### src/rtl/butterfly_pipe.sv
// butterfly_pipe
//   Pipelined radix-2 DIT butterfly with twiddle multiply:
//     x1 = a + b*W,  x2 = a - b*W
//   Three register stages (products / rounded product / sum+reduce) behind a
//   single pipeline enable, so one butterfly per clock when not back-pressured.
//
// Ports
//   clock, reset_n        : clock (rising edge), asynchronous active-low reset
//   in_valid / in_ready   : input handshake
//   ar, ai, br, bi        : operands a and b, signed DW bits per component
//   wr, wi                : twiddle, signed Q1.(TW-1); -2^(TW-1) is exactly -1.0
//   tw_bypass             : 1 -> W taken as exactly 1.0
//   scale                 : 1 -> results arithmetic-shifted right by one
//   out_valid / out_ready : output handshake
//   x1r, x1i, x2r, x2i    : results, signed DW bits
//   ovf                   : sticky overflow flag
//
// Configuration
//   BUTTERFLY_SAT_EN defined   : final reduction saturates, clipping sets ovf.
//   BUTTERFLY_SAT_EN undefined : final reduction wraps, ovf is constant 0.

module butterfly_pipe #(
    parameter int DW = 16,
    parameter int TW = 16
) (
    input  logic                 clock,
    input  logic                 reset_n,
    input  logic                 in_valid,
    output logic                 in_ready,
    input  logic signed [DW-1:0] ar,
    input  logic signed [DW-1:0] ai,
    input  logic signed [DW-1:0] br,
    input  logic signed [DW-1:0] bi,
    input  logic signed [TW-1:0] wr,
    input  logic signed [TW-1:0] wi,
    input  logic                 tw_bypass,
    input  logic                 scale,
    output logic                 out_valid,
    input  logic                 out_ready,
    output logic signed [DW-1:0] x1r,
    output logic signed [DW-1:0] x1i,
    output logic signed [DW-1:0] x2r,
    output logic signed [DW-1:0] x2i,
    output logic                 ovf
);

    localparam int PW  = DW + TW;      // single product
    localparam int SW  = DW + TW + 1;  // sum/difference of two products
    localparam int P3W = DW + 1;       // rounded product b*W
    localparam int AW  = DW + 2;       // a +/- p before reduction

    // Half an LSB of the Q1.(TW-1) result, for round-half-up
    localparam logic signed [SW-1:0] RND = SW'(1) <<< (TW - 2);

    function automatic logic signed [P3W-1:0] round_shift(input logic signed [SW-1:0] v);
        return P3W'((v + RND) >>> (TW - 1));
    endfunction

`ifdef BUTTERFLY_SAT_EN
    localparam logic signed [AW-1:0] HI = {3'b000, {(DW-1){1'b1}}};
    localparam logic signed [AW-1:0] LO = {3'b111, {(DW-1){1'b0}}};

    function automatic logic signed [DW-1:0] reduce(input logic signed [AW-1:0] v);
        if (v > HI)      return DW'(HI);
        else if (v < LO) return DW'(LO);
        else             return DW'(v);
    endfunction

    function automatic logic clipped(input logic signed [AW-1:0] v);
        return (v > HI) || (v < LO);
    endfunction
`else
    function automatic logic signed [DW-1:0] reduce(input logic signed [AW-1:0] v);
        return DW'(v);
    endfunction
`endif

    // Whole pipeline moves together; a full output register blocks everything
    logic en;
    logic out_valid_q;
    assign en       = !out_valid_q || out_ready;
    assign in_ready = en;

    // ---------------- Stage 1: four partial products ----------------
    logic signed [PW-1:0] prr_p1_d, pii_p1_d, pri_p1_d, pir_p1_d;
    logic signed [PW-1:0] prr_p1_q, pii_p1_q, pri_p1_q, pir_p1_q;
    logic signed [DW-1:0] ar_p1_q, ai_p1_q, br_p1_q, bi_p1_q;
    logic                 byp_p1_q, scl_p1_q, vld_p1_q;

    always_comb begin
        prr_p1_d = PW'(br) * PW'(wr);
        pii_p1_d = PW'(bi) * PW'(wi);
        pri_p1_d = PW'(br) * PW'(wi);
        pir_p1_d = PW'(bi) * PW'(wr);
    end

    always_ff @(posedge clock) begin
        if (en) begin
            prr_p1_q <= prr_p1_d;
            pii_p1_q <= pii_p1_d;
            pri_p1_q <= pri_p1_d;
            pir_p1_q <= pir_p1_d;
            ar_p1_q  <= ar;
            ai_p1_q  <= ai;
            br_p1_q  <= br;
            bi_p1_q  <= bi;
            byp_p1_q <= tw_bypass;
            scl_p1_q <= scale;
        end
    end

    // ---------------- Stage 2: complex product, rounded to DW+1 bits ----------------
    logic signed [P3W-1:0] pr_p2_d, pi_p2_d;
    logic signed [P3W-1:0] pr_p2_q, pi_p2_q;
    logic signed [DW-1:0]  ar_p2_q, ai_p2_q;
    logic                  scl_p2_q, vld_p2_q;

    always_comb begin
        if (byp_p1_q) begin
            // W = 1.0 exactly: pass b through, no rounding error
            pr_p2_d = P3W'(br_p1_q);
            pi_p2_d = P3W'(bi_p1_q);
        end else begin
            pr_p2_d = round_shift(SW'(prr_p1_q) - SW'(pii_p1_q));
            pi_p2_d = round_shift(SW'(pri_p1_q) + SW'(pir_p1_q));
        end
    end

    always_ff @(posedge clock) begin
        if (en) begin
            pr_p2_q  <= pr_p2_d;
            pi_p2_q  <= pi_p2_d;
            ar_p2_q  <= ar_p1_q;
            ai_p2_q  <= ai_p1_q;
            scl_p2_q <= scl_p1_q;
        end
    end

    // ---------------- Stage 3: add/subtract, scale, reduce to DW bits ----------------
    logic signed [AW-1:0] s1r, s1i, s2r, s2i;
    logic signed [DW-1:0] x1r_d, x1i_d, x2r_d, x2i_d;
    logic signed [DW-1:0] x1r_q, x1i_q, x2r_q, x2i_q;

    always_comb begin
        s1r = AW'(ar_p2_q) + AW'(pr_p2_q);
        s1i = AW'(ai_p2_q) + AW'(pi_p2_q);
        s2r = AW'(ar_p2_q) - AW'(pr_p2_q);
        s2i = AW'(ai_p2_q) - AW'(pi_p2_q);
        if (scl_p2_q) begin
            s1r = s1r >>> 1;
            s1i = s1i >>> 1;
            s2r = s2r >>> 1;
            s2i = s2i >>> 1;
        end
        x1r_d = reduce(s1r);
        x1i_d = reduce(s1i);
        x2r_d = reduce(s2r);
        x2i_d = reduce(s2i);
    end

    // Stage valids and the visible outputs are cleared by reset; in-flight
    // data registers need no reset because the valids qualify them.
    always_ff @(posedge clock or negedge reset_n) begin
        if (!reset_n) begin
            vld_p1_q    <= 1'b0;
            vld_p2_q    <= 1'b0;
            out_valid_q <= 1'b0;
            x1r_q       <= '0;
            x1i_q       <= '0;
            x2r_q       <= '0;
            x2i_q       <= '0;
        end else if (en) begin
            vld_p1_q    <= in_valid;
            vld_p2_q    <= vld_p1_q;
            out_valid_q <= vld_p2_q;
            x1r_q       <= x1r_d;
            x1i_q       <= x1i_d;
            x2r_q       <= x2r_d;
            x2i_q       <= x2i_d;
        end
    end

`ifdef BUTTERFLY_SAT_EN
    logic clip_d;
    logic ovf_q;

    assign clip_d = clipped(s1r) || clipped(s1i) || clipped(s2r) || clipped(s2i);

    // Only a real sample entering the output register may raise the flag
    always_ff @(posedge clock or negedge reset_n) begin
        if (!reset_n) begin
            ovf_q <= 1'b0;
        end else if (en && vld_p2_q && clip_d) begin
            ovf_q <= 1'b1;
        end
    end

    assign ovf = ovf_q;
`else
    assign ovf = 1'b0;
`endif

    assign out_valid = out_valid_q;
    assign x1r       = x1r_q;
    assign x1i       = x1i_q;
    assign x2r       = x2r_q;
    assign x2i       = x2i_q;

endmodule

### config.mk
export PLATFORM = sky130hd
export DESIGN_NAME = butterfly_pipe
export DESIGN_NICKNAME = d
export VERILOG_FILES = /design/src/rtl/butterfly_pipe.sv
export SDC_FILE = /design/constraint.sdc
export NUM_CORES = 2
export LEC_CHECK = 0
export CORE_MARGIN = 4
export CORE_UTILIZATION = 62
export CTS_CLUSTER_SIZE = 16
export DETAILED_ROUTE_END_ITERATION = 6
export PLACE_DENSITY = 0.9
export SYNTH_ARGS = -nofsm -noshare
export SYNTH_HDL_FRONTEND = slang
export SYNTH_SLANG_ARGS = --single-unit
### constraint.sdc
create_clock -name clock -period 31.6 [get_ports clock]
set_input_delay 6.32 -clock clock [delete_from_list [all_inputs] [get_ports clock]]
set_output_delay 6.32 -clock clock [all_outputs]
set_load 0.02 [all_outputs]
==> qor.txt <==
outcome: completed
Worst setup SP type: input pin
die area: 95,200 µm²
initial antenna violation count: 8
I/O pin total: 169
CTS Buf Count: 38
iteration-0 DRC count of the detailed router: 3,608
Max Cap Viol: 0
RSZ-0062 raised after global routing: no
Top FF cell, synth: edfxtp_1
CTS Hold Buffers Added: 0
Max FO, Critical Path: 99
vias in the first global route: 45,300
FF+latch count, synth: 328
CTS tree: yes
Final Wtd Congestion: 0.906
CTS root buffer: clkbuf_16
Longest Clk Path Bufs: 3
commonest non-fill, non-tap cell in the layout: inv_1
synth unique cells: 83
first-pass GRT wire length: 225,000 µm
Worst-Margin Slew: 1.29 ns
Rel. slew slack: 13.5%
post-DP HPWL: 100,000 µm
largest net degree at the start of global routing: 100
DIE WIDTH: 309 µm
final WL: 136,000 µm
Synth Warn #: 0
asr flop ratio synth: 20.4%
Port-buffer cells: 167
critical path class: in2out
DR pass1 iterations: 6
Tcrit/Tclk final: 47.2%
Syn Inst Count: 5,710
clock skew: 0.0320 ns
detailed-route via count: 40,700
worst path required time: 25.28 ns
residual DRC count: 0
post-synthesis net count: 7,374
post-cts repair resize count: 0
DIE HEIGHT: 309 µm
Clk pin slew, worst setup/hold paths: 0.06 ns
Final Max Tran Viols: 0
vias per inst: 5.86
Hold WC Path Type: reg2reg
worst path arrival time: 8.61 ns
Post-CTS Setup Repair Bufs: 0
total gr overflow: 0
H-tree depth: 2
CTS Sinks: 328
share of cells above drive strength 1: 3.31%
critical path capture point type: output pin
Mapped Avg Cell Area: 9.81 µm²
setup violators final: 0
Tot GR Track Use: 29.7%
Seq/Total Area, Yosys: 17.0%
Core Area: 89,100 µm²
Fmax: 67.0 MHz
drt wl/cell: 19.6 µm
synthesized area: 56,000 µm²
num rows: 109
Post-DRT Antenna Nets: 0
Synth-to-Final Area Change: 7.14%
Post-synth EDFFs: 261
Fin. Hold Viols: 0
minimum clock period: 14.93 ns
clk_lat worst skew: 0.57 ns
nets@finish: 7,413
commonest cells after routing, fill and taps aside: inv_1 (1,246), fa_1 (1,052), nand2_1 (612)
Setup TNS: 0 ns
Initial Util: 62.9%
logic make-up after synthesis:
family	Yosys count	share of synthesized area [%]
DFF	328	17.0
other	1	0.00669
AOI/OAI and AO/OA	593	6.92
and+or+nand+nor	1477	12.9
adders and majority gates	1562	49.0
buffers and inverters	1483	9.95
muxes	39	0.732
xor gates and xnor gates	227	3.55
cell type report:
class                           instances  area [µm²]
Clock buffer                           44        1020
Timing Repair Buffer                  234        2140
Tap cell                             1165        1460
Multi-Input combinational cell       3899       40900
Inverter                             1248        4690
Clock inverter                         22         255
Fill cell                            6077       29000
Sequential cell                       328        9510
Antenna cell                            4        10.0
metrics by stage:
step	setup WS (ns)	std cells	hold WS, ns	util, %	instance area [µm²]
after floorplan	11.26	5710	0.400	-	56000
after global placement	16.74	6874	0.402	66.0	58800
after detailed placement	16.74	6874	0.406	66.0	58800
after CTS	16.73	6940	0.419	67.4	60000
after global routing	16.55	6940	0.421	67.4	60000
final	16.67	6944	0.415	67.4	60000
critical path, stage by stage:
cell and delay [ns]:
clkdlybuf4s50_1 0.45, nor2b_4 0.11, buf_4 0.60, inv_8 0.38
clkdlybuf4s50_1 0.66
path summary, 6_finish.rpt:
check	start	to	slack, ns	cells after the start
worst min-delay path	ai_p1_q[2]$_DFFE_PP_	ai_p2_q[2]$_DFFE_PP_	0.41	0
worst min register to register	ai_p1_q[2]$_DFFE_PP_	ai_p2_q[2]$_DFFE_PP_	0.41	0
worst max-delay path	out_ready	in_ready	16.67	5
worst max register to register	pri_p1_q[8]$_DFFE_PP_	pi_p2_q[16]$_DFFE_PP_	26.96	12
min in group asynchronous	reset_n	x1i[4]$_DFFE_PN0P_	5.93	2
max in group asynchronous	reset_n	x1r[6]$_DFFE_PN0P_	25.14	2
sequential cells by signal, summed over array words and instances (netlist names), 17 cells and up:
signal,flops
pr_p2_q,17
pri_p1_q,32
prr_p1_q,32
pii_p1_q,32
pi_p2_q,17
pir_p1_q,32
layer usage:
metal	vias to the layer above	share of wire, %	GRT usage (%)
met5	-	0.034	0
met4	6	6.2	15.9
met3	554	9.7	5.74
met2	2161	49	50.3
met1	20400	36	36.2
li1	17600	-	-
Yosys cell counts, drive strengths merged (19+ instances only):
cell type | n | area, µm²
fa | 1052 | 21100
nand3 | 29 | 145
o21bai | 27 | 203
a21o | 82 | 618
and2 | 497 | 3110
o21ai | 142 | 714
o21a | 20 | 150
mux2i | 23 | 230
xnor2 | 171 | 1500
nor2 | 173 | 649
ha | 510 | 6380
a21oi | 170 | 862
a31oi | 19 | 119
nand2b | 44 | 278
nor2b | 28 | 175
nor3 | 36 | 180
clkbuf | 225 | 845
a211oi | 27 | 203
xor2 | 56 | 490
edfxtp | 261 | 7840
dfrtp | 67 | 1680
nand2 | 612 | 2300
inv | 1247 | 4680
Power is not shown: default switching activity piles up to over one toggle a cycle in this logic, so the estimate is an artifact.
